===== src/rtl/qpsk_mod_demod_link_if.sv =====
// rtl/qpsk_mod_demod_link_if.sv - bit-pair, symbol and received-sample signals of the QPSK link
// master drives the bit pairs, received samples and loopback; slave is the mapper/demapper.
interface qpsk_mod_demod_link_if #(
   parameter int WIDTH = 16
);
   logic             mod_valid_in;
   logic             in_odd;
   logic             in_even;
   logic [WIDTH-1:0] out_re;
   logic [WIDTH-1:0] out_im;
   logic             mod_valid_out;
   logic             demod_valid_in;
   logic [WIDTH-1:0] in_re;
   logic [WIDTH-1:0] in_im;
   logic             loopback;
   logic             out_odd;
   logic             out_even;
   logic             demod_valid_out;

   modport master (
      output mod_valid_in, in_odd, in_even,
      output demod_valid_in, in_re, in_im, loopback,
      input  out_re, out_im, mod_valid_out,
      input  out_odd, out_even, demod_valid_out
   );

   modport slave (
      input  mod_valid_in, in_odd, in_even,
      input  demod_valid_in, in_re, in_im, loopback,
      output out_re, out_im, mod_valid_out,
      output out_odd, out_even, demod_valid_out
   );
endinterface


===== src/rtl/qpsk_mod_demod_link.sv =====
// rtl/qpsk_mod_demod_link.sv - registered QPSK mapper and hard-decision demapper with loopback
// Both paths have one register stage; loopback feeds the mapper's registers into the slicer.
module qpsk_mod_demod_link #(
   parameter int               WIDTH     = 16,
   parameter logic [WIDTH-1:0] POS_LEVEL = 16'h16A0,
   parameter logic [WIDTH-1:0] NEG_LEVEL = 16'h895F
) (
   input  logic                   clk,
   input  logic                   reset,
   qpsk_mod_demod_link_if.slave   link
);

   logic [WIDTH-1:0] re_q, re_d;
   logic [WIDTH-1:0] im_q, im_d;
   logic             mod_valid_q, mod_valid_d;
   logic             odd_q, odd_d;
   logic             even_q, even_d;
   logic             demod_valid_q, demod_valid_d;

   logic [WIDTH-1:0] src_re;
   logic [WIDTH-1:0] src_im;
   logic             src_valid;

   // Loopback uses the registered symbol, so a pair takes two edges to come back.
   always_comb begin
      src_re    = link.in_re;
      src_im    = link.in_im;
      src_valid = link.demod_valid_in;
      if (link.loopback) begin
         src_re    = re_q;
         src_im    = im_q;
         src_valid = mod_valid_q;
      end
   end

   always_comb begin
      re_d        = re_q;
      im_d        = im_q;
      mod_valid_d = link.mod_valid_in;
      if (link.mod_valid_in) begin
         re_d = link.in_odd  ? POS_LEVEL : NEG_LEVEL;
         im_d = link.in_even ? POS_LEVEL : NEG_LEVEL;
      end
   end

   // Sign-bit slicer: zero decides 1, no magnitude qualification.
   always_comb begin
      odd_d         = odd_q;
      even_d        = even_q;
      demod_valid_d = src_valid;
      if (src_valid) begin
         odd_d  = ~src_re[WIDTH-1];
         even_d = ~src_im[WIDTH-1];
      end
   end

   always_ff @(posedge clk or negedge reset) begin
      if (!reset) begin
         re_q          <= '0;
         im_q          <= '0;
         mod_valid_q   <= 1'b0;
         odd_q         <= 1'b0;
         even_q        <= 1'b0;
         demod_valid_q <= 1'b0;
      end else begin
         re_q          <= re_d;
         im_q          <= im_d;
         mod_valid_q   <= mod_valid_d;
         odd_q         <= odd_d;
         even_q        <= even_d;
         demod_valid_q <= demod_valid_d;
      end
   end

   assign link.out_re          = re_q;
   assign link.out_im          = im_q;
   assign link.mod_valid_out   = mod_valid_q;
   assign link.out_odd         = odd_q;
   assign link.out_even        = even_q;
   assign link.demod_valid_out = demod_valid_q;

endmodule


===== src/flat_wrapper.sv =====
// flat-port wrapper written by rule: the top's interface ports become plain ports
module qpsk_mod_demod_link_flat 
#(
   parameter int               WIDTH     = 16,
   parameter logic [WIDTH-1:0] POS_LEVEL = 16'h16A0,
   parameter logic [WIDTH-1:0] NEG_LEVEL = 16'h895F
)
  (clk, reset, link_mod_valid_in, link_in_odd, link_in_even, link_demod_valid_in, link_in_re, link_in_im, link_loopback, link_out_re, link_out_im, link_mod_valid_out, link_out_odd, link_out_even, link_demod_valid_out);
  qpsk_mod_demod_link_if #(.WIDTH(WIDTH)) link_i ();
  input  logic clk;
  input  logic reset;
  input wire logic [$bits(link_i.mod_valid_in)-1:0] link_mod_valid_in;
  input wire logic [$bits(link_i.in_odd)-1:0] link_in_odd;
  input wire logic [$bits(link_i.in_even)-1:0] link_in_even;
  input wire logic [$bits(link_i.demod_valid_in)-1:0] link_demod_valid_in;
  input wire logic [$bits(link_i.in_re)-1:0] link_in_re;
  input wire logic [$bits(link_i.in_im)-1:0] link_in_im;
  input wire logic [$bits(link_i.loopback)-1:0] link_loopback;
  output wire logic [$bits(link_i.out_re)-1:0] link_out_re;
  output wire logic [$bits(link_i.out_im)-1:0] link_out_im;
  output wire logic [$bits(link_i.mod_valid_out)-1:0] link_mod_valid_out;
  output wire logic [$bits(link_i.out_odd)-1:0] link_out_odd;
  output wire logic [$bits(link_i.out_even)-1:0] link_out_even;
  output wire logic [$bits(link_i.demod_valid_out)-1:0] link_demod_valid_out;
  assign link_i.mod_valid_in = link_mod_valid_in;
  assign link_i.in_odd = link_in_odd;
  assign link_i.in_even = link_in_even;
  assign link_i.demod_valid_in = link_demod_valid_in;
  assign link_i.in_re = link_in_re;
  assign link_i.in_im = link_in_im;
  assign link_i.loopback = link_loopback;
  assign link_out_re = link_i.out_re;
  assign link_out_im = link_i.out_im;
  assign link_mod_valid_out = link_i.mod_valid_out;
  assign link_out_odd = link_i.out_odd;
  assign link_out_even = link_i.out_even;
  assign link_demod_valid_out = link_i.demod_valid_out;
  qpsk_mod_demod_link #(.WIDTH(WIDTH), .POS_LEVEL(POS_LEVEL), .NEG_LEVEL(NEG_LEVEL)) u_core (.clk(clk), .reset(reset), .link(link_i));
endmodule

===== config.mk =====
export PLATFORM = sky130hd
export DESIGN_NAME = qpsk_mod_demod_link_flat
export DESIGN_NICKNAME = d
export VERILOG_FILES = /design/src/rtl/qpsk_mod_demod_link_if.sv /design/src/rtl/qpsk_mod_demod_link.sv /design/src/flat_wrapper.sv
export SDC_FILE = /design/constraint.sdc
export NUM_CORES = 1
export LEC_CHECK = 0
export ABC_AREA = 1
export ABC_CLOCK_PERIOD_IN_PS = 1020
export CORE_AREA = 5 5 54 56
export CTS_CLUSTER_DIAMETER = 40
export DETAILED_ROUTE_END_ITERATION = 12
export DIE_AREA = 0 0 59 61
export GPL_ROUTABILITY_DRIVEN = 0
export PLACE_DENSITY = 0.79
export SYNTH_ARGS = -nofsm -noshare
export SYNTH_HDL_FRONTEND = slang
export SYNTH_SLANG_ARGS = --single-unit

===== constraint.sdc =====
create_clock -name clk -period 1.02 [get_ports clk]
set_clock_uncertainty 0.05 [all_clocks]
set_input_delay 0.153 -clock clk [delete_from_list [all_inputs] [get_ports clk]]
set_output_delay 0.153 -clock clk [all_outputs]
set_load 0.02 [all_outputs]

==> results.txt <==
status - finished with violations
failing checks - negative setup slack
post-DP HPWL - 1070 um
largest cells by area after synthesis - buf_4, dfrtp_1, nand2_1, nand2_4, inv_1
XOR/XNOR Fraction of Synth Area - 0%
Skew-Pair Late Insertion Delay - 250 ps
clk buf depth - 2
# placed instances - 117
share of post-route cells with drive strength above 1 - 54.9%
post-synthesis sequential area ratio - 36.3%
Num CTS Buffers - 3
clk sinks - 8
Final Cell Area - 778 um2
max-slew violations - 0
slowest CP cell - dfrtp_2
CTS tree - built
mux share of post-synthesis cell area - 0%
placed cell area - 828 um2
Fin Setup TNS - -1360 ps
CTS H-tree depth - 1
crit-path max FO - 10
Final Util - 32.6%
largest net degree at the start of global routing - 11
complex-gate fraction of the synthesized area - 2.27%
Lkg Pwr - 0.000435 uW
per-cell routed wire length - 10.5 um
CP max stage delay - 450 ps
power density over the cells - 1410 mW/mm2
FF-to-FF setup slack - 50 ps
area share of the largest cell type after synthesis - 38.1%
endpoints failing hold - 0
first-pass GRT wire length - 1910 um
root buffer cell - clkbuf_4
Vias - 431
max_cap viols - 0
Tmin final - 1080 ps
I/O pin total - 75
crit-path leading delay family - flip-flops
RSZ-0062 raised after global routing - yes
Mean Syn Cell Area - 8.24 um2
Post-route DRC - 0
I/O Buffers - 40
vias per cell - 3.56
Adder-Cell Fraction of Synth Area - 0%
CP required - 820 ps
# setup viols final - 28
Max Fclk - 0.928 GHz
largest family of logic cells by synthesized area - buffers and inverters
clock-pin slew on the worst setup and hold paths - 50 ps
initial core utilization - 23.1%
Antenna diodes - 0
final period utilization - 106%
number of DRC markers in iteration 0 - 9
final net count - 132
Max VDD drop - 641 uV
CP arrival - 870 ps
worst min path class - input pin to asynchronous set/reset pin
GRT Residual Overflow - 0
Worst setup SP type - flip-flop
chip height - 61 um
Final Routed Wirelength - 1280 um
core box area - 0.00239 mm2
vias in the first global route - 406
Row Count - 18
Synth Register Bits - 8
CP endpoint kind - output pin
die width - 59 um
Non-Filler Instances - 121
Synth-to-Final Area Change - 41.0%
die area - 0.00360 mm2
antenna violations before repair - 0
critical path type - flip-flop to output pin
antenna-violating nets left - 0
crit-path cells - buf_2
final worst setup slack - -57.4 ps
critical path buffer and inverter count - 1
Post-Place Setup Slack - -333 ps
1st-pass router iterations - 2
simple-gate share of the synthesized area - 18.6%
total track usage - 7.20%
post-synthesis cell type count - 11
cell taking the most area after synthesis - buf_4
Fillers - 281
Syn Inst Count - 67
Post-Synthesis Cell Area - 552 um2
Ys Warns - 0
## logic make-up (layout without fill, tap and decap cells)
| family | count (synthesis) | in the layout |
|---|---|---|
| buffers and inverters | 34 | 55 |
| AND/OR/NAND/NOR | 22 | 22 |
| flip-flops | 8 | 8 |
| AO/OA/AOI/OAI | 2 | 2 |
| other | 1 | 4 |
## per-stage QoR
step                      power [uW]  hold slack [ps]
after global routing            1170              148
after detailed placement         920              403
after CTS                       1090              129
after floorplan                  733             -193
final                           1100              126
after global placement           909              407
## cell usage in the layout, fill, tap and decap left out
| master | netlist | routed |
|---|---|---|
| nand2_1 | 17 | 17 |
| dfrtp_1 | 8 | 4 |
| o21a_1 | 1 | 1 |
| inv_1 | 4 | 4 |
| dfrtp_2 | 0 | 4 |
| clkbuf_4 | 0 | 3 |
| clkdlybuf4s50_1 | 0 | 8 |
| o21ai_1 | 1 | 1 |
| nand2_2 | 1 | 1 |
| nand3_1 | 2 | 2 |
| conb_1 | 1 | 4 |
| buf_6 | 0 | 12 |
| buf_2 | 0 | 20 |
| buf_4 | 28 | 6 |
| nand2_4 | 2 | 2 |
| inv_2 | 2 | 2 |
## state kept, by name, summed over array words and instances, names as in the netlist
name                         cells
u_core.link.mod_valid_out        1
u_core.link.out_odd              1
u_core.link.demod_valid_out      1
u_core.link.out_im               2
u_core.link.out_re               2
u_core.link.out_even             1
## path summary, 6_finish.rpt
| check | from | end | cells past startpoint |
|---|---|---|---|
| hold / removal | reset | u_core.link.mod_valid_out | 1 |
| setup reg to reg | u_core.link.mod_valid_out | u_core.link.out_odd | 5 |
| max in group asynchronous | reset | u_core.link.out_re[11] | 1 |
| min in group clk | link_in_even | u_core.link.out_im[12] | 3 |
| hold reg to reg | u_core.link.out_even | u_core.link.out_even | 3 |
| setup / recovery | u_core.link.out_im[11] | link_out_im[1] | 1 |
## area by class of cell
type	instances	area, um2	area share, %
Clock buffer	3	22.5	2.89
Inverter	6	22.5	2.89
Multi-Input combinational cell	28	130	16.7
Sequential cell	8	205	26.4
Tap cell	30	37.5	4.82
Timing Repair Buffer	46	360	46.3
## cells in the mapped netlist
master	count
nand2_4	2
o21a_1	1
dfrtp_1	8
buf_4	28
nand3_1	2
inv_1	4
conb_1	1
nand2_2	1
nand2_1	17
inv_2	2
o21ai_1	1
## routing by layer
metal	vias to the layer above	global-route usage, %	wire (um)
li1	218	-	-
met5	-	0	0
met4	0	0.971	0
met1	190	6.79	418
met2	23	13.1	702
met3	0	5.11	154
## power breakdown
part           total (uW)  switching, uW  internal, uW
Clock                 232           97.7           134
Sequential            392           40.3           352
Combinational         472            266           207
Total                1100            404           692
## timing repair
| item | 4_1_cts | 5_1_grt |
|---|---|---|
| buffers inserted | 0 | 1 |
| setup endpoints to repair | 34 | 32 |
| resized for setup | 147 | 9 |
| hold buffers | 0 | 0 |
(Power assumes the default switching activity.)
